[src/rtl/axi_gpio_slave_if.sv]
// AXI4 bundle for the PERIP port of axi_gpio_slave. Data is fixed at 64 bits.
// Only the ID width is configurable.
interface axi_gpio_slave_if #(
  parameter int ID_WIDTH = 4
);
  logic [ID_WIDTH-1:0] AWID;
  logic [63:0]         AWADDR;
  logic [7:0]          AWLEN;
  logic [2:0]          AWSIZE;
  logic [1:0]          AWBURST;
  logic                AWVALID;
  logic                AWREADY;
  logic [63:0]         WDATA;
  logic [7:0]          WSTRB;
  logic                WLAST;
  logic                WVALID;
  logic                WREADY;
  logic [ID_WIDTH-1:0] BID;
  logic [1:0]          BRESP;
  logic                BVALID;
  logic                BREADY;
  logic [ID_WIDTH-1:0] ARID;
  logic [63:0]         ARADDR;
  logic [7:0]          ARLEN;
  logic [2:0]          ARSIZE;
  logic [1:0]          ARBURST;
  logic                ARVALID;
  logic                ARREADY;
  logic [ID_WIDTH-1:0] RID;
  logic [63:0]         RDATA;
  logic [1:0]          RRESP;
  logic                RLAST;
  logic                RVALID;
  logic                RREADY;

  modport slave (
    input  AWID, AWADDR, AWLEN, AWSIZE, AWBURST, AWVALID,
    input  WDATA, WSTRB, WLAST, WVALID, BREADY,
    input  ARID, ARADDR, ARLEN, ARSIZE, ARBURST, ARVALID, RREADY,
    output AWREADY, WREADY, BID, BRESP, BVALID,
    output ARREADY, RID, RDATA, RRESP, RLAST, RVALID
  );

  modport master (
    output AWID, AWADDR, AWLEN, AWSIZE, AWBURST, AWVALID,
    output WDATA, WSTRB, WLAST, WVALID, BREADY,
    output ARID, ARADDR, ARLEN, ARSIZE, ARBURST, ARVALID, RREADY,
    input  AWREADY, WREADY, BID, BRESP, BVALID,
    input  ARREADY, RID, RDATA, RRESP, RLAST, RVALID
  );
endinterface

[src/rtl/axi_gpio_slave.sv]
// Native 64-bit AXI4 GPIO responder: LED, synchronized switches, scratch and version.
// It has independent read and write FSMs. Each direction allows one outstanding burst.
module axi_gpio_slave #(
  parameter int                   ID_WIDTH   = 4,
  parameter int                   GPIO_WIDTH = 8,
  parameter int                   SW_WIDTH   = 8,
  parameter logic [GPIO_WIDTH-1:0] LED_RESET = '0,
  parameter logic [63:0]          VERSION    = 64'h0000_0001_A21A_0E01
) (
  input  logic                  sys_clk,
  input  logic                  RST,
  axi_gpio_slave_if.slave       PERIP_AXI,
  output logic [GPIO_WIDTH-1:0] led,
  input  logic [SW_WIDTH-1:0]   sw
);
  typedef enum logic [1:0] {W_IDLE, W_DATA, W_RESP} w_state_t;
  typedef enum logic       {R_IDLE, R_DATA}         r_state_t;

  // FIXED holds the address; INCR and WRAP both step by the capped beat size.
  function automatic logic [11:0] f_next(input logic [11:0] a, input logic [1:0] burst,
                                         input logic [2:0] size);
    logic [2:0] sz;
    sz = (size > 3'd3) ? 3'd3 : size;
    return (burst == 2'b00) ? a : a + (12'd1 << sz);
  endfunction

  w_state_t r_wst, w_wst_nxt;
  r_state_t r_rst, w_rst_nxt;

  logic [ID_WIDTH-1:0]   r_wid, r_rid;
  logic [11:0]           r_waddr, r_raddr;
  logic [7:0]            r_wlen, r_rlen, r_wcnt, r_rcnt;
  logic [1:0]            r_wburst, r_rburst;
  logic [2:0]            r_wsize, r_rsize;
  logic                  r_werr;
  logic [GPIO_WIDTH-1:0] r_led;
  logic [63:0]           r_scratch;
  logic [SW_WIDTH-1:0]   r_sw_meta, r_sw_sync;
  logic [63:0]           r_rdata;
  logic [1:0]            r_rresp;
  logic                  r_rlast;

  logic        w_awready, w_wready, w_bvalid, w_arready, w_rvalid;
  logic        w_wmapped, w_rerr;
  logic [63:0] w_wmask, w_led_new, w_rdata;
  logic [11:0] w_rnext, w_rsel;

  always_ff @(posedge sys_clk) begin
    if (RST) begin
      r_wst <= W_IDLE;
      r_rst <= R_IDLE;
    end else begin
      r_wst <= w_wst_nxt;
      r_rst <= w_rst_nxt;
    end
  end

  always_comb begin
    w_wst_nxt = r_wst;
    w_awready = 1'b0;
    w_wready  = 1'b0;
    w_bvalid  = 1'b0;
    case (r_wst)
      W_IDLE: begin
        w_awready = !RST;
        if (PERIP_AXI.AWVALID) w_wst_nxt = W_DATA;
      end
      W_DATA: begin
        w_wready = 1'b1;
        if (PERIP_AXI.WVALID && r_wcnt == r_wlen) w_wst_nxt = W_RESP;
      end
      W_RESP: begin
        w_bvalid = 1'b1;
        if (PERIP_AXI.BREADY) w_wst_nxt = W_IDLE;
      end
      default: w_wst_nxt = W_IDLE;
    endcase
  end

  always_comb begin
    w_rst_nxt = r_rst;
    w_arready = 1'b0;
    w_rvalid  = 1'b0;
    case (r_rst)
      R_IDLE: begin
        w_arready = !RST;
        if (PERIP_AXI.ARVALID) w_rst_nxt = R_DATA;
      end
      R_DATA: begin
        w_rvalid = 1'b1;
        if (PERIP_AXI.RREADY && r_rlast) w_rst_nxt = R_IDLE;
      end
      default: w_rst_nxt = R_IDLE;
    endcase
  end

  always_comb begin
    w_wmask = '0;
    for (int i = 0; i < 8; i++) w_wmask[i*8 +: 8] = {8{PERIP_AXI.WSTRB[i]}};
  end
  assign w_wmapped = (r_waddr[11:5] == 7'd0);
  assign w_led_new = (64'(r_led) & ~w_wmask) | (PERIP_AXI.WDATA & w_wmask);

  always_ff @(posedge sys_clk) begin
    if (RST) begin
      r_wid     <= '0;
      r_waddr   <= '0;
      r_wlen    <= '0;
      r_wburst  <= '0;
      r_wsize   <= '0;
      r_wcnt    <= '0;
      r_werr    <= 1'b0;
      r_led     <= LED_RESET;
      r_scratch <= '0;
    end else begin
      if (w_awready && PERIP_AXI.AWVALID) begin
        r_wid    <= PERIP_AXI.AWID;
        r_waddr  <= PERIP_AXI.AWADDR[11:0];
        r_wlen   <= PERIP_AXI.AWLEN;
        r_wburst <= PERIP_AXI.AWBURST;
        r_wsize  <= PERIP_AXI.AWSIZE;
        r_wcnt   <= '0;
        r_werr   <= 1'b0;
      end
      if (w_wready && PERIP_AXI.WVALID) begin
        r_waddr <= f_next(r_waddr, r_wburst, r_wsize);
        r_wcnt  <= r_wcnt + 8'd1;
        // WLAST must coincide exactly with the final counted beat.
        if (!w_wmapped || (PERIP_AXI.WLAST != (r_wcnt == r_wlen))) r_werr <= 1'b1;
        if (w_wmapped && r_waddr[4:3] == 2'd0) r_led <= w_led_new[GPIO_WIDTH-1:0];
        if (w_wmapped && r_waddr[4:3] == 2'd2)
          r_scratch <= (r_scratch & ~w_wmask) | (PERIP_AXI.WDATA & w_wmask);
      end
    end
  end

  always_ff @(posedge sys_clk) begin
    if (RST) begin
      r_sw_meta <= '0;
      r_sw_sync <= '0;
    end else begin
      r_sw_meta <= sw;
      r_sw_sync <= r_sw_meta;
    end
  end

  // One decode serves both the first beat (from AR) and the following beats.
  assign w_rnext = f_next(r_raddr, r_rburst, r_rsize);
  assign w_rsel  = (r_rst == R_IDLE) ? PERIP_AXI.ARADDR[11:0] : w_rnext;

  always_comb begin
    w_rdata = '0;
    w_rerr  = (w_rsel[11:5] != 7'd0);
    if (!w_rerr) begin
      case (w_rsel[4:3])
        2'd0:    w_rdata = 64'(r_led);
        2'd1:    w_rdata = 64'(r_sw_sync);
        2'd2:    w_rdata = r_scratch;
        default: w_rdata = VERSION;
      endcase
    end
  end

  always_ff @(posedge sys_clk) begin
    if (RST) begin
      r_rid    <= '0;
      r_raddr  <= '0;
      r_rlen   <= '0;
      r_rburst <= '0;
      r_rsize  <= '0;
      r_rcnt   <= '0;
      r_rdata  <= '0;
      r_rresp  <= '0;
      r_rlast  <= 1'b0;
    end else if (w_arready && PERIP_AXI.ARVALID) begin
      r_rid    <= PERIP_AXI.ARID;
      r_raddr  <= PERIP_AXI.ARADDR[11:0];
      r_rlen   <= PERIP_AXI.ARLEN;
      r_rburst <= PERIP_AXI.ARBURST;
      r_rsize  <= PERIP_AXI.ARSIZE;
      r_rcnt   <= '0;
      r_rdata  <= w_rdata;
      r_rresp  <= w_rerr ? 2'b10 : 2'b00;
      r_rlast  <= (PERIP_AXI.ARLEN == 8'd0);
    end else if (w_rvalid && PERIP_AXI.RREADY && !r_rlast) begin
      r_raddr <= w_rnext;
      r_rcnt  <= r_rcnt + 8'd1;
      r_rdata <= w_rdata;
      r_rresp <= w_rerr ? 2'b10 : 2'b00;
      r_rlast <= (r_rcnt + 8'd1 == r_rlen);
    end
  end

  assign PERIP_AXI.AWREADY = w_awready;
  assign PERIP_AXI.WREADY  = w_wready;
  assign PERIP_AXI.BVALID  = w_bvalid;
  assign PERIP_AXI.BID     = r_wid;
  assign PERIP_AXI.BRESP   = r_werr ? 2'b10 : 2'b00;
  assign PERIP_AXI.ARREADY = w_arready;
  assign PERIP_AXI.RVALID  = w_rvalid;
  assign PERIP_AXI.RID     = r_rid;
  assign PERIP_AXI.RDATA   = r_rdata;
  assign PERIP_AXI.RRESP   = r_rresp;
  assign PERIP_AXI.RLAST   = r_rlast;
  assign led               = r_led;
endmodule

[src/flat_wrapper.sv]
// flat-port wrapper written by rule: the top's interface ports become plain ports
module axi_gpio_slave_flat 
#(
  parameter int                   ID_WIDTH   = 4,
  parameter int                   GPIO_WIDTH = 8,
  parameter int                   SW_WIDTH   = 8,
  parameter logic [GPIO_WIDTH-1:0] LED_RESET = '0,
  parameter logic [63:0]          VERSION    = 64'h0000_0001_A21A_0E01
)
  (sys_clk, RST, led, sw, PERIP_AXI_AWID, PERIP_AXI_AWADDR, PERIP_AXI_AWLEN, PERIP_AXI_AWSIZE, PERIP_AXI_AWBURST, PERIP_AXI_AWVALID, PERIP_AXI_WDATA, PERIP_AXI_WSTRB, PERIP_AXI_WLAST, PERIP_AXI_WVALID, PERIP_AXI_BREADY, PERIP_AXI_ARID, PERIP_AXI_ARADDR, PERIP_AXI_ARLEN, PERIP_AXI_ARSIZE, PERIP_AXI_ARBURST, PERIP_AXI_ARVALID, PERIP_AXI_RREADY, PERIP_AXI_AWREADY, PERIP_AXI_WREADY, PERIP_AXI_BID, PERIP_AXI_BRESP, PERIP_AXI_BVALID, PERIP_AXI_ARREADY, PERIP_AXI_RID, PERIP_AXI_RDATA, PERIP_AXI_RRESP, PERIP_AXI_RLAST, PERIP_AXI_RVALID);
  axi_gpio_slave_if #(.ID_WIDTH(ID_WIDTH)) PERIP_AXI_i ();
  input  logic sys_clk;
  input  logic RST;
  output logic [GPIO_WIDTH-1:0] led;
  input  logic [SW_WIDTH-1:0] sw;
  input wire logic [$bits(PERIP_AXI_i.AWID)-1:0] PERIP_AXI_AWID;
  input wire logic [$bits(PERIP_AXI_i.AWADDR)-1:0] PERIP_AXI_AWADDR;
  input wire logic [$bits(PERIP_AXI_i.AWLEN)-1:0] PERIP_AXI_AWLEN;
  input wire logic [$bits(PERIP_AXI_i.AWSIZE)-1:0] PERIP_AXI_AWSIZE;
  input wire logic [$bits(PERIP_AXI_i.AWBURST)-1:0] PERIP_AXI_AWBURST;
  input wire logic [$bits(PERIP_AXI_i.AWVALID)-1:0] PERIP_AXI_AWVALID;
  input wire logic [$bits(PERIP_AXI_i.WDATA)-1:0] PERIP_AXI_WDATA;
  input wire logic [$bits(PERIP_AXI_i.WSTRB)-1:0] PERIP_AXI_WSTRB;
  input wire logic [$bits(PERIP_AXI_i.WLAST)-1:0] PERIP_AXI_WLAST;
  input wire logic [$bits(PERIP_AXI_i.WVALID)-1:0] PERIP_AXI_WVALID;
  input wire logic [$bits(PERIP_AXI_i.BREADY)-1:0] PERIP_AXI_BREADY;
  input wire logic [$bits(PERIP_AXI_i.ARID)-1:0] PERIP_AXI_ARID;
  input wire logic [$bits(PERIP_AXI_i.ARADDR)-1:0] PERIP_AXI_ARADDR;
  input wire logic [$bits(PERIP_AXI_i.ARLEN)-1:0] PERIP_AXI_ARLEN;
  input wire logic [$bits(PERIP_AXI_i.ARSIZE)-1:0] PERIP_AXI_ARSIZE;
  input wire logic [$bits(PERIP_AXI_i.ARBURST)-1:0] PERIP_AXI_ARBURST;
  input wire logic [$bits(PERIP_AXI_i.ARVALID)-1:0] PERIP_AXI_ARVALID;
  input wire logic [$bits(PERIP_AXI_i.RREADY)-1:0] PERIP_AXI_RREADY;
  output wire logic [$bits(PERIP_AXI_i.AWREADY)-1:0] PERIP_AXI_AWREADY;
  output wire logic [$bits(PERIP_AXI_i.WREADY)-1:0] PERIP_AXI_WREADY;
  output wire logic [$bits(PERIP_AXI_i.BID)-1:0] PERIP_AXI_BID;
  output wire logic [$bits(PERIP_AXI_i.BRESP)-1:0] PERIP_AXI_BRESP;
  output wire logic [$bits(PERIP_AXI_i.BVALID)-1:0] PERIP_AXI_BVALID;
  output wire logic [$bits(PERIP_AXI_i.ARREADY)-1:0] PERIP_AXI_ARREADY;
  output wire logic [$bits(PERIP_AXI_i.RID)-1:0] PERIP_AXI_RID;
  output wire logic [$bits(PERIP_AXI_i.RDATA)-1:0] PERIP_AXI_RDATA;
  output wire logic [$bits(PERIP_AXI_i.RRESP)-1:0] PERIP_AXI_RRESP;
  output wire logic [$bits(PERIP_AXI_i.RLAST)-1:0] PERIP_AXI_RLAST;
  output wire logic [$bits(PERIP_AXI_i.RVALID)-1:0] PERIP_AXI_RVALID;
  assign PERIP_AXI_i.AWID = PERIP_AXI_AWID;
  assign PERIP_AXI_i.AWADDR = PERIP_AXI_AWADDR;
  assign PERIP_AXI_i.AWLEN = PERIP_AXI_AWLEN;
  assign PERIP_AXI_i.AWSIZE = PERIP_AXI_AWSIZE;
  assign PERIP_AXI_i.AWBURST = PERIP_AXI_AWBURST;
  assign PERIP_AXI_i.AWVALID = PERIP_AXI_AWVALID;
  assign PERIP_AXI_i.WDATA = PERIP_AXI_WDATA;
  assign PERIP_AXI_i.WSTRB = PERIP_AXI_WSTRB;
  assign PERIP_AXI_i.WLAST = PERIP_AXI_WLAST;
  assign PERIP_AXI_i.WVALID = PERIP_AXI_WVALID;
  assign PERIP_AXI_i.BREADY = PERIP_AXI_BREADY;
  assign PERIP_AXI_i.ARID = PERIP_AXI_ARID;
  assign PERIP_AXI_i.ARADDR = PERIP_AXI_ARADDR;
  assign PERIP_AXI_i.ARLEN = PERIP_AXI_ARLEN;
  assign PERIP_AXI_i.ARSIZE = PERIP_AXI_ARSIZE;
  assign PERIP_AXI_i.ARBURST = PERIP_AXI_ARBURST;
  assign PERIP_AXI_i.ARVALID = PERIP_AXI_ARVALID;
  assign PERIP_AXI_i.RREADY = PERIP_AXI_RREADY;
  assign PERIP_AXI_AWREADY = PERIP_AXI_i.AWREADY;
  assign PERIP_AXI_WREADY = PERIP_AXI_i.WREADY;
  assign PERIP_AXI_BID = PERIP_AXI_i.BID;
  assign PERIP_AXI_BRESP = PERIP_AXI_i.BRESP;
  assign PERIP_AXI_BVALID = PERIP_AXI_i.BVALID;
  assign PERIP_AXI_ARREADY = PERIP_AXI_i.ARREADY;
  assign PERIP_AXI_RID = PERIP_AXI_i.RID;
  assign PERIP_AXI_RDATA = PERIP_AXI_i.RDATA;
  assign PERIP_AXI_RRESP = PERIP_AXI_i.RRESP;
  assign PERIP_AXI_RLAST = PERIP_AXI_i.RLAST;
  assign PERIP_AXI_RVALID = PERIP_AXI_i.RVALID;
  axi_gpio_slave #(.ID_WIDTH(ID_WIDTH), .GPIO_WIDTH(GPIO_WIDTH), .SW_WIDTH(SW_WIDTH), .LED_RESET(LED_RESET), .VERSION(VERSION)) u_core (.sys_clk(sys_clk), .RST(RST), .PERIP_AXI(PERIP_AXI_i), .led(led), .sw(sw));
endmodule
[config.mk]
export PLATFORM = sky130hd
export DESIGN_NAME = axi_gpio_slave_flat
export DESIGN_NICKNAME = d
export VERILOG_FILES = /design/src/rtl/axi_gpio_slave_if.sv /design/src/rtl/axi_gpio_slave.sv /design/src/flat_wrapper.sv
export SDC_FILE = /design/constraint.sdc
export NUM_CORES = 1
export LEC_CHECK = 0
export ABC_CLOCK_PERIOD_IN_PS = 3400
export BUFFER_PORTS_ARGS = -buffer_cell sky130_fd_sc_hd__buf_2
export CAP_MARGIN = 15
export CORE_MARGIN = 2
export CORE_UTILIZATION = 52
export CTS_BUF_LIST = sky130_fd_sc_hd__clkbuf_4 sky130_fd_sc_hd__clkbuf_8
export DETAILED_ROUTE_END_ITERATION = 8
export PLACE_DENSITY = 0.85
export SLEW_MARGIN = 5
export SYNTH_ARGS = -nofsm -noshare
export SYNTH_HDL_FRONTEND = slang
export SYNTH_SLANG_ARGS = --single-unit
[constraint.sdc]
create_clock -name sys_clk -period 3.4 [get_ports sys_clk]
set_clock_uncertainty 0.05 [all_clocks]
set_input_delay 0.17 -clock sys_clk [delete_from_list [all_inputs] [get_ports sys_clk]]
set_output_delay 0.17 -clock sys_clk [all_outputs]
set_load 0.05 [all_outputs]
### After elaboration in Yosys (flattened, before gate mapping)

Cells that the tools add are included.

* flip-flop bits (word level): 233
* bits of input ports: 250
* output and inout bits: 90
* logic and storage cells: 113

* add/subtract/negate cells: 4
* order comparisons: 2
* equal/unequal tests: 12
* shifts and indexed selects: 2
* muxes and demuxes: 36
* bitwise logic cells: 7
* reductions and logical operators: 28

Operators by type and width (count)
* 64-bit 2-to-1 mux: 3
* 64-bit case mux with 3 select lines: 1
* 64-bit AND: 2
* 12-bit 2-to-1 mux: 7
* 64-bit inverter: 1
* 64-bit OR: 1
* 12-bit adder: 2
* 1-bit by 3-bit left shift with 12-bit output, first input constant: 2
* 8-bit by 1-bit adder with 8-bit output, second input constant: 2
* 8-bit == test: 2
* 8-bit 2-to-1 mux: 2
* 2-bit 2-to-1 mux: 7
* 1-bit 2-to-1 mux: 12
* 2-bit zero test: 5
* 1-bit logical AND: 9
* 8-bit AND: 1
* 8-bit zero test: 1
* 8-bit OR: 1
* 7-bit zero test: 1
* 7-bit nonzero test: 1
* 2-bit == test, second input constant: 3
* 3-bit by 2-bit > comparator with 1-bit output, second input constant: 2
* 3-bit 2-to-1 mux: 2
* 2-bit != test, second input constant: 3
* other kinds (12): 18

### Logic depth before layout (Yosys ltp)

Gate-level depths: netlist of the first run.

* depth after elaboration: 11
* gate-level depth with buffers: 13
* depth with buffers taken out: 11

### Least setup slack after synthesis of the first run

Ideal clock, no wire load.

* path kind: register to register
* start point: reg u_core.r_rsize[1]
* end point: reg u_core.r_rdata[12] (netlist: u_core.PERIP_AXI.RDATA[12])
* library setup time: 0.117 ns
* arrival time: 2.634 ns
* required time: 3.233 ns
* slack: 0.598 ns
* cell stages (with the launch flop): 12
* path buffers: 2
* period minus slack after synthesis: 2.802 ns
* cell sequence: dfxtp_1 > a21o_1 > ha_1 > and2_4 > nand3_1 > and2_4 > o31ai_2 > mux2_4 > o211a_1 > buf_6 > buf_6 > a32o_1

* longest elaborated chain between the ends: 11
* elaborated cells on any way between the ends: 14
* classes of those cells: add/sub: 1; order compare: 1; eq/ne: 2; shift: 1; mux: 7; reduce/logical: 2

Ends and longest elaborated chain
* from (decl): RTL line axi_gpio_slave.sv:34 `logic [2:0] r_wsize, r_rsize;`
* from (signal assigned): RTL line axi_gpio_slave.sv:180 `r_rsize <= PERIP_AXI.ARSIZE;`
* 3-bit by 2-bit > comparator with 1-bit output: RTL line axi_gpio_slave.sv:23 `sz = (size > 3'd3) ? 3'd3 : size;`
* 3-bit 2-to-1 mux (*): RTL line axi_gpio_slave.sv:23
* 1-bit by 3-bit left shift with 12-bit output (*): RTL line axi_gpio_slave.sv:24 `return (burst == 2'b00) ? a : a + (12'd1 << sz);`
* 12-bit adder (*): RTL line axi_gpio_slave.sv:24
* 12-bit 2-to-1 mux (*): RTL line axi_gpio_slave.sv:24
* 12-bit 2-to-1 mux (*): RTL line axi_gpio_slave.sv:149 `assign w_rsel = (r_rst == R_IDLE) ? PERIP_AXI.ARADDR[11:0] : w_rnext;`
* 2-bit == test, or another cell as far along: RTL line axi_gpio_slave.sv:155 `case (w_rsel[4:3])`
* 64-bit case mux with 3 select lines: RTL line axi_gpio_slave.sv:155
* 64-bit 2-to-1 mux (*): RTL line axi_gpio_slave.sv:154 `if (!w_rerr) begin`
* 64-bit 2-to-1 mux: RTL line axi_gpio_slave.sv:185 `end else if (w_rvalid && PERIP_AXI.RREADY && !r_rlast) begin`
* 64-bit 2-to-1 mux (*): RTL line axi_gpio_slave.sv:175 `end else if (w_arready && PERIP_AXI.ARVALID) begin`
* to (signal assigned): RTL line axi_gpio_slave.sv:182 `r_rdata <= w_rdata;`
* to (signal assigned): RTL line axi_gpio_slave.sv:188 `r_rdata <= w_rdata;`
* to (decl): RTL line axi_gpio_slave.sv:39 `logic [63:0] r_rdata;`

Mark *: on every way between the ends. The rest lies on a longest branch, timed or not. The select of a mux whose other input is x is not followed.
A chain may end at the register's enable or synchronous reset.

### Worst setup path in the final report of the first run

* start point: reg u_core.r_rsize[2]
* end point: reg u_core.r_rdata[0] (netlist: u_core.PERIP_AXI.RDATA[0])

The elaborated chain is that of the path after synthesis.

==> summary.txt, run 1 <==
Finish
  • Layout cells sized above 1: 0.214
  • Synth-to-layout area growth: 40.8%
  • Layout Cells excl Fill: 1812
  • Layout net count: 1823
  • Final core utilization: 0.746
  • FF/Latch Area: 4640 um^2
  • Fill cells: 1189
  • Area of the multi-input gates: 4880 um^2

Synth
  • Top cell type's share of synthesized area: 0.469
  • Synth warn: 0
  • Mapped Cells: 1140
  • Asr flop ratio synth: 0
  • Syn Std Cell Area: approximately 10000 um^2
  • Synth Register Bits: 232
  • Post-synth top cells: dfxtp_1 (232), nand2_1 (173), a21oi_1 (112)
  • Synth area leaders: dfxtp_1 (47%), nand2_1 (6.6%), a21oi_1 (5.7%)
  • Syn Area/Cell: 8.69 um^2
  • Unique masters post-synth: 65
  • Post-synthesis cell type with the largest combined area: dfxtp_1
  • Post-synthesis sequential area ratio: 0.469
  • Most common cell in the netlist: dfxtp_1
  • Main synth FF type: dfxtp_1
  • EDFF count, synth: 0

Route
  • Residual DRC count: 0
  • Vias: 11.1k
  • Drt total wl: about 37000 um
  • Post-route ant nets: 0
  • Starting DRT DRC Count: 1487
  • Pre-Repair DR Iteration Count: 9
  • Vias per std cell: 6.11
  • Wire per inst: 20.6 um

Setup path
  • Crit-path cells: nor3_1 -> ha_1 -> inv_1 -> fa_1 -> nor2b_1 -> o21a_1 -> or4_1 -> and3_1 -> buf_6 -> mux2_2 -> a2bb2oi_1 -> a22o_1
  • CP max stage cell: fa_1
  • CP startpoint kind: flip-flop
  • Max stage delay on crit path: approximately 0.4 ns
  • Critical path buffers and inverters: 2
  • Delay-heaviest family, CP: simple AND/OR/NAND/NOR gates
  • Setup CP Type: reg2reg
  • CP arrival: 3.62 ns
  • CP max FO: 19
  • CP required: between 3 and 4 ns
  • CP endpoint kind: flip-flop

Clock tree
  • CTS Buf Count: 39
  • CTS tree: built
  • H-tree depth: 2
  • Num Clock Sinks: between 200 and 250
  • Insertion delay to the later sink of the worst-skew pair: approximately 0.52 ns
  • Clock-pin slew of the registers on the worst-case setup and hold paths: roughly 0.060 ns
  • Clock tree root buffer cell: clkbuf_8
  • Clock Path Buffers: 3

Power and ir drop
  • Internal: 0.00461 W
  • Sw Ratio: 0.276
  • Pwr Total: 0.00636 W
  • Power density over cell area: 456 nW/um^2
  • P_leak: 5.67 nW
  • Max VDD drop: 0.334 mV
  • Logic pwr share: 0.148
  • Sw Pwr: ~0.0018 W
  • Clock power frac: 0.401
  • Seq pwr share: 0.451

Floorplan
  • Die width: approximately 140 um
  • I/O pin total: 340
  • Initial Util: 0.530
  • Die height: 142 um
  • Die Area: 20200 um^2
  • Cell Rows: 50
  • Core Region: approximately 19000 um^2

Timing
  • Minimum clock period: 3.26 ns
  • Slew @ Worst Pin: around 1.0 ns
  • Final setup fails: 0
  • Max-Slew Margin vs Limit: 0.312
  • Endpoints failing hold: 0
  • Fin Setup TNS: 0 ns
  • Fin crit share: 0.959
  • Count of pins over their slew limit: 0
  • Max frequency: 307 MHz
  • RSZ-0062 raised after global routing: false
  • Final WS setup: around 0.14 ns

Global routing
  • First-pass GRT wire length: 56400 um
  • Initial antenna violation count: 3
  • Vias in the first global route: 11.1k
  • GRT Total Usage: 0.351
  • Largest net degree at the start of global routing: slightly below 100
  • Total gr overflow: 0

Status
  • Status: finished clean

Run
  • Max_cap viols: 0

Place
  • Dpl ws: 0.187 ns
  • Final GP Congestion: 0.904
  • Hpwl dp: 18200 um
  • Cells after DPL: 1554
  • Port Buffers: 233

Worst hold path
  • Min-delay worst type: in2reg
==> final cells by class <==
| cell class | instances | share of cell area |
|---|---|---|
| multi-input combinational | 819 | 0.350 |
| sequential | 232 | 0.333 |
| timing repair buffer | 445 | 0.235 |
| clock buffer | 58 | 0.0518 |
| tap | 234 | 0.0210 |
| inverter | 16 | 0.00430 |
| clock inverter | 5 | 0.00404 |
| antenna | 3 | 0.000538 |
==> path summary, 6_finish.rpt <==
path / end / slack, ns / startpoint / cells after the start
setup / recovery: u_core.PERIP_AXI.RDATA[0]$_SDFFE_PP0P_ / 0.14 / u_core.r_rsize[2]$_SDFFE_PP0P_ / 12
hold / removal: u_core.r_waddr[8]$_SDFFE_PP0P_ / 0.04 / PERIP_AXI_AWADDR[8] / 4
setup reg to reg: u_core.PERIP_AXI.RDATA[0]$_SDFFE_PP0P_ / 0.14 / u_core.r_rsize[2]$_SDFFE_PP0P_ / 12
hold reg to reg: u_core.r_sw_sync[0]$_SDFF_PP0_ / 0.39 / u_core.r_sw_meta[0]$_SDFF_PP0_ / 1
==> cells by family (layout without fill, tap and decap cells) <==
logic type | after synthesis | after routing | synth area share
AND/OR/NAND/NOR | 437 | 438 | 0.202
AO/OA/AOI/OAI | 298 | 298 | 0.207
flip-flops | 232 | 232 | 0.469
buffers and inverters | 99 | 524 | 0.0451
XOR/XNOR | 35 | 35 | 0.0309
adder cells (fa/ha/maj) | 20 | 20 | 0.0268
multiplexers | 18 | 18 | 0.0188
other | 1 | 13 | 0.000379
==> per-stage QoR <==
stage          instance area [um^2]  hold WS, ns
2_1_floorplan                  9940        0.228
3_3_place_gp                  11200        0.315
3_5_place_dp                  11200        0.321
4_1_cts                       13900      0.00713
5_1_grt                       13900       0.0767
6_report                      14000       0.0448
==> worst reg2reg max path: cells and delay by family (launching register included) <==
family | cells | cell delay (ns)
AO/OA/AOI/OAI | 3 | 0.51
flip-flops | 1 | 0.37
buffers and inverters | 2 | 0.34
adder cells (fa/ha/maj) | 2 | 0.60
AND/OR/NAND/NOR | 4 | 0.93
multiplexers | 1 | 0.37
==> repair_timing <==
action,in CTS,in global routing
endpoints found under the hold margin,141,0
buffers inserted,0,0
hold buffers,190,0
setup endpoints to repair,0,50
gates resized for setup,0,5
==> power by group through the flow <==
stage / Clock [W] / Sequential [W] / Combinational (W)
4_1_cts: 0.00252 / 0.00286 / 0.000870
3_3_place_gp: 0 / 0.00292 / 0.000730
5_1_grt: 0.00269 / 0.00288 / 0.00101
3_5_place_dp: 0 / 0.00292 / 0.000744
6_report: 0.00255 / 0.00287 / 0.000940
2_1_floorplan: 0 / 0.00295 / 0.000478
==> routing by layer <==
layer	up-vias	global-route usage	wire, um
li1	4876	-	-
met1	5067	0.378	13000
met2	840	0.599	17900
met3	278	0.0966	3610
met4	2	0.244	2740
met5	-	0	9
==> cell usage in the layout, fill, tap and decap left out, drive strengths merged, types with 16 or more instances in the layout <==
cell type / synthesis / final
nor2: 83 / 84
dfxtp: 232 / 232
nor3: 21 / 21
nand2: 173 / 173
nor2b: 28 / 28
mux2i: 16 / 16
a32o: 46 / 46
clkbuf: 67 / 59
a21oi: 112 / 112
nand2b: 17 / 17
xnor2: 24 / 24
a22o: 18 / 18
dlygate4sd3: 0 / 190
ha: 18 / 18
o21ai: 44 / 44
buf: 16 / 254
nand3: 76 / 76
inv: 16 / 17
(Power assumes the default switching activity.)
==> run 2, diff against run 1 <==
- PLACE_DENSITY: 0.85 -> 0.82
- RECOVER_POWER: default -> 50
==> run 2 against run 1 <==
Net effect:
- the flow now finishes with violations (max-capacitance violations, max-slew violations)
- fmax is 2.3% higher
- count of clock-buffer cells in the layout grew 1
- register-to-register slack better by 0.07 ns
- non-clock buffer count increased by 3
- sequential share of layout area barely moved
- global-route usage fell by 2.4 points
==> summary.txt, run 2 (synthesized netlist as in run 1, its figures left out) <==
Global routing
  • First-pass GRT wire length: 53300 um (-5.5%)
  • Largest net degree at the start of global routing: 91 (-6.2%)
  • Vias in the first global route: 10.6k (-4.6%)
  • GRT Total Usage: 0.327 (-0.0239)
  • Initial antenna violation count: 0 (-3)
  • Total gr overflow: 0 (unchanged)

Route
  • Pre-Repair DR Iteration Count: 5 (-4)
  • Vias per std cell: 5.79 (-5.2%)
  • Drt total wl: 33500 um (-10%)
  • Vias: 10.5k (-4.7%)
  • Post-route ant nets: 0 (unchanged)
  • Residual DRC count: 0 (unchanged)
  • Starting DRT DRC Count: 775 (-48%)
  • Wire per inst: 18.4 um (-11%)

Clock tree
  • CTS Buf Count: 39 (unchanged)
  • Insertion delay to the later sink of the worst-skew pair: 0.54 ns (+0.02 ns)
  • Clock Path Buffers: 3 (unchanged)
  • H-tree depth: 2 (unchanged)
  • Clock-pin slew of the registers on the worst-case setup and hold paths: 0.06 ns (about the same)
  • Post-CTS Setup Bufs: 0 (unchanged)
  • Clock tree root buffer cell: clkbuf_8
  • CTS tree: built
  • Num Clock Sinks: 232 (unchanged)

Floorplan
  • I/O pin total: 340 (unchanged)
  • Core Region: 18700 um^2 (unchanged)
  • Die height: 142 um (unchanged)
  • Die Area: 20200 um^2 (unchanged)
  • Die width: 142 um (unchanged)
  • Cell Rows: 50 (unchanged)
  • Initial Util: 0.530 (unchanged)

Power and ir drop
  • Seq pwr share: 0.438 (-0.013)
  • Clock power frac: 0.424 (+0.023)
  • Sw Pwr: 0.00178 W (+1.3%)
  • Sw Ratio: 0.272 (-0.00449)
  • Max VDD drop: 0.387 mV (+16%)
  • Logic pwr share: 0.138 (-0.010)
  • P_leak: 5.35 nW (-5.7%)
  • Internal: 0.00477 W (+3.6%)
  • Power density over cell area: 470 nW/um^2 (+3.0%)

Place
  • Cells after DPL: 1558 (+0.26%)
  • Final GP Congestion: 0.919 (+1.6%)
  • Area after DPL: 11300 um^2 (+0.46%)
  • Port Buffers: 233 (unchanged)
  • Hpwl dp: 17700 um (-2.6%)

Finish
  • Layout cells sized above 1: 0.160 (-0.0537)
  • Synth-to-layout area growth: 40.7% (about the same)
  • Most frequent cells in the layout: dfxtp_1 (232), dlygate4sd3_1 (190), nand2_1 (173), buf_2 (145), a21oi_1 (111)
  • Layout Cells excl Fill: 1821 (+0.50%)
  • Commonest non-fill, non-tap cell in the layout: dfxtp_1
  • Fin area: 13900 um^2 (about the same)
  • Final core utilization: 0.745 (about the same)
  • Layout net count: 1825 (+0.11%)

Setup path
  • Max stage delay on crit path: 0.39 ns (-0.02 ns)
  • CP required: 3.80 ns (+0.04 ns)
  • CP max FO: 25 (+6)
  • CP startpoint kind: flip-flop
  • CP arrival: 3.59 ns (-0.03 ns)
  • CP endpoint kind: flip-flop
  • Setup CP Type: reg2reg
  • CP max stage cell: dfxtp_1
  • Crit-path cells: nor3b_1 -> ha_1 -> nor2b_1 -> o31ai_2 -> buf_4 -> mux2i_1 -> o21ai_1 -> o41ai_2 -> o211a_4 -> buf_12 -> a32o_1

Timing
  • Fin Setup TNS: 0 ns (unchanged)
  • Final hold slack: 0.0521 ns (+0.00732 ns)
  • Slew @ Worst Pin: 1.88 ns (+0.853 ns)
  • Final setup fails: 0 (unchanged)
  • Max-Slew Margin vs Limit: -0.257 (-0.568)
  • Count of pins over their slew limit: 91 (+91)
  • Fin crit share: 0.938 (-0.0213)
  • Minimum clock period: 3.19 ns (-0.0723 ns)
  • Endpoints failing hold: 0 (unchanged)
  • Max frequency: 314 MHz (+2.3%)

Run
  • Max_cap viols: 1 (+1)

Worst hold path
  • Min-delay worst type: in2reg

Status
  • Failing checks: max-capacitance violations, max-slew violations
  • Status: finished with violations
==> run 2: changes by cell type in the layout (fill, tap and decap cells not counted), moves of 4 or more <==
| cell | before | now |
|---|---|---|
| clkinv_2 | 2 | 6 |
| buf_2 | 232 | 145 |
| clkbuf_1 | 0 | 91 |
| clkbuf_4 | 12 | 8 |
| clkbuf_8 | 46 | 51 |
==> run 2: path summary, 6_finish.rpt <==
check,slack (ns),end,cells after the start,start
hold reg to reg,0.38,u_core.r_sw_sync[4]$_SDFF_PP0_,1,u_core.r_sw_meta[4]$_SDFF_PP0_
hold / removal,0.05,u_core.r_raddr[9]$_SDFFE_PP0P_,4,PERIP_AXI_ARADDR[9]
setup / recovery,0.21,u_core.PERIP_AXI.RDATA[53]$_SDFFE_PP0P_,11,u_core.r_rsize[1]$_SDFFE_PP0P_
setup reg to reg,0.21,u_core.PERIP_AXI.RDATA[53]$_SDFFE_PP0P_,11,u_core.r_rsize[1]$_SDFFE_PP0P_
==> run 2: cell type report <==
class	instances	area, um^2
well taps	234	293
multi-input cells	818	4870
inverters	16	60.1
flip-flops and latches	232	4640
clock inverters	12	123
clock buffers	59	762
diodes	2	5.00
fillers	1251	4760
repair buffers	448	3180
==> run 2: worst max-delay path, delay by kind of cell, from the launching register on <==
family	cells	cell delay (ns)
AOI/OAI and AO/OA	5	1.22
adders and majority gates	1	0.33
buffers and inverters	2	0.41
DFF	1	0.39
muxes	1	0.24
and+or+nand+nor	2	0.46
==> run 2: timing repair <==
item	in CTS	in global routing
gates resized for setup	0	3
hold buffers	190	0
endpoints found under the setup margin	0	62
hold endpoints to repair	141	0
==> run 2: power by group through the flow <==
stage	combinational, W	clock (W)	sequential (W)
4_1_cts	0.000875	0.00278	0.00286
6_report	0.000905	0.00278	0.00287
3_3_place_gp	0.000732	0	0.00292
3_5_place_dp	0.000748	0	0.00292
2_1_floorplan	0.000478	0	0.00295
5_1_grt	0.000983	0.00292	0.00287
==> run 2: per-stage QoR <==
step / worst slack (ns) / total power [W]
after floorplan: 0.598 / 0.00343
after global placement: 0.215 / 0.00365
after detailed placement: 0.192 / 0.00367
after CTS: 0.118 / 0.00651
after global routing: -0.0257 / 0.00677
final: 0.211 / 0.00655
==> run 2: routing by layer <==
metal	GRT usage	vias to the layer above	part of all wire
met2	0.560	548	0.49
li1	-	4885	-
met5	0	-	0
met4	0.200	0	0.056
met3	0.0858	166	0.073
met1	0.365	4945	0.38
==> run 3, diff against run 2 <==
- GPL_TIMING_DRIVEN: default -> 0
==> run 3 against run 2 <==
Net effect:
- clock power shrank 5%
- non-clock buffer count up 16
- power decreased by 1.7%
- highest routed layer unchanged
- largest cell class unchanged
- the flow now finishes without violations
- sequential power about the same
==> summary.txt, run 3 (synthesized netlist as in run 1, its figures left out) <==
Finish
  • Most frequent cells in the layout: dfxtp_1 (232), nand2_1 (173), dlygate4sd3_1 (156), clkbuf_1 (147), buf_2 (140)
  • Fin area: 13700 um^2 (-1.9%)
  • Commonest non-fill, non-tap cell in the layout: dfxtp_1
  • Synth-to-layout area growth: 38.0%
  • Layout net count: 1840 (+0.82%)
  • Layout cells sized above 1: 0.150 (-0.0100)

Route
  • Residual DRC count: 0 (unchanged)
  • Drt total wl: 34800 um (+3.9%)
  • Pre-Repair DR Iteration Count: 5 (unchanged)
  • Post-route ant nets: 0 (unchanged)
  • Vias per std cell: 5.82 (+0.52%)
  • Vias: 10.6k (+0.80%)
  • Wire per inst: 19.1 um (+3.6%)
  • Starting DRT DRC Count: 839 (+8.3%)

Clock tree
  • H-tree depth: 2 (unchanged)
  • Insertion delay to the later sink of the worst-skew pair: 0.54 ns (about the same)
  • CTS Buf Count: 38 (-2.6%)
  • Clock Path Buffers: 3 (unchanged)
  • Clock tree root buffer cell: clkbuf_8
  • Clock-pin slew of the registers on the worst-case setup and hold paths: 0.07 ns (about the same)
  • Num Clock Sinks: 232 (unchanged)
  • CTS tree: built

Global routing
  • Largest net degree at the start of global routing: 11 (-88%)
  • Total gr overflow: 0 (unchanged)
  • Initial antenna violation count: 0 (unchanged)
  • Vias in the first global route: 10.9k (+2.4%)
  • First-pass GRT wire length: 54200 um (+1.8%)
  • GRT Total Usage: 0.337 (+0.0101)

Status
  • Status: finished clean

Timing
  • Minimum clock period: 3.27 ns (+0.0785 ns)
  • Max-Slew Margin vs Limit: 0.249 (+0.506)
  • Final setup fails: 0 (unchanged)
  • Slew @ Worst Pin: 1.12 ns (-0.763 ns)
  • Count of pins over their slew limit: 0 (-100%)
  • Final WS setup: 0.133 ns (-0.0785 ns)
  • Endpoints failing hold: 0 (unchanged)
  • Max frequency: 306 MHz (-2.4%)
  • Fin crit share: 0.961 (+0.0231)

Floorplan
  • Cell Rows: 50 (unchanged)
  • Die height: 142 um (unchanged)
  • Initial Util: 0.530 (unchanged)
  • Die width: 142 um (unchanged)
  • Core Region: 18700 um^2 (unchanged)
  • I/O pin total: 340 (unchanged)
  • Die Area: 20200 um^2 (unchanged)

Power and ir drop
  • Internal: 0.00467 W (-2.1%)
  • Sw Pwr: 0.00177 W (-0.49%)
  • Seq pwr share: 0.445 (+0.007)
  • P_leak: 5.30 nW (-0.83%)
  • Logic pwr share: 0.147 (+0.009)
  • Max VDD drop: 0.393 mV (+1.6%)
  • Clock power frac: 0.408 (-0.016)
  • Sw Ratio: 0.275 (+0.00324)
  • Power density over cell area: 471 nW/um^2 (+0.29%)

Place
  • Final GP Congestion: 0.987 (+7.4%)
  • Dpl ws: 0.120 ns (-0.0726 ns)
  • Port Buffers: 225 (-3.4%)
  • Area after DPL: 11400 um^2 (+0.87%)
  • Hpwl dp: 21300 um (+20%)

Setup path
  • CP max FO: 10 (-60%)
  • CP required: 3.83 ns (+0.03 ns)
  • Setup CP Type: reg2reg
  • CP arrival: 3.69 ns (+0.10 ns)
  • CP endpoint kind: flip-flop
  • CP startpoint kind: flip-flop

Run
  • Max_cap viols: 0 (-1)

Worst hold path
  • Min-delay worst type: in2reg
[run 3: cell type report]
cell class / instances / area [um^2]
Clock buffer: 55 / 713
Antenna cell: 1 / 2.50
Sequential cell: 232 / 4640
Buffer: 82 / 397
Inverter: 16 / 60.1
Tap cell: 234 / 293
Fill cell: 1399 / 5030
Multi-Input combinational cell: 818 / 4890
Timing Repair Buffer: 382 / 2580
Clock inverter: 6 / 87.6
[run 3: critical path, stage by stage (launching register included)]
cell and delay, ns:
dfxtp_1 0.37, nor3_2 0.20, ha_1 0.19, inv_1 0.06
fa_1 0.42, nor2b_2 0.21, o31ai_4 0.11, mux2i_2 0.23
o21ai_1 0.11, o41ai_2 0.39, o211a_1 0.29, buf_8 0.18
buf_6 0.17, a32o_2 0.23
[run 3: path summary, 6_finish.rpt]
path,from,to,slack [ns],cells after the start
max,u_core.r_rsize[2]$_SDFFE_PP0P_,u_core.PERIP_AXI.RDATA[27]$_SDFFE_PP0P_,0.13,13
min,PERIP_AXI_WSTRB[2],flip-flop,0.01,3
max reg2reg,u_core.r_rsize[2]$_SDFFE_PP0P_,u_core.PERIP_AXI.RDATA[27]$_SDFFE_PP0P_,0.13,13
min reg2reg,u_core.r_sw_meta[7]$_SDFF_PP0_,u_core.r_sw_sync[7]$_SDFF_PP0_,0.39,1
[run 3: power by group through the flow]
stage | Sequential, W | Clock (W) | Combinational [W]
floorplan | 0.00295 | 0 | 0.000478
global placement | 0.00292 | 0 | 0.000773
detailed placement | 0.00292 | 0 | 0.000781
CTS | 0.00286 | 0.00262 | 0.000904
global route | 0.00288 | 0.00277 | 0.00102
finish | 0.00287 | 0.00263 | 0.000944
[run 3: through the flow]
stage               power, W  utilization  setup TNS (ns)  hold WS, ns  instances
floorplan            0.00343            -               0        0.228       1149
global placement     0.00369        0.607               0        0.316       1608
detailed placement   0.00370        0.607               0        0.320       1608
CTS                  0.00639        0.734               0    0.0000298       1825
global route         0.00666        0.731         -0.0139       0.0261       1825
finish               0.00644        0.731               0       0.0120       1826
[run 3: metal layers]
layer / GRT usage / part of all wire / wire length [um] / vias up
li1: - / - / - / 4904
met1: 0.381 / 0.38 / 13200 / 4964
met2: 0.588 / 0.49 / 16900 / 599
met3: 0.0717 / 0.080 / 2780 / 161
met4: 0.198 / 0.055 / 1910 / 0
met5: 0 / 0 / 0 / -
[run 3: timing repair]
item                       CTS  global route
setup buffers                0             1
gates resized for setup      0            26
hold buffers               156             0
hold endpoints to repair   142             0
setup endpoints to repair    0            82
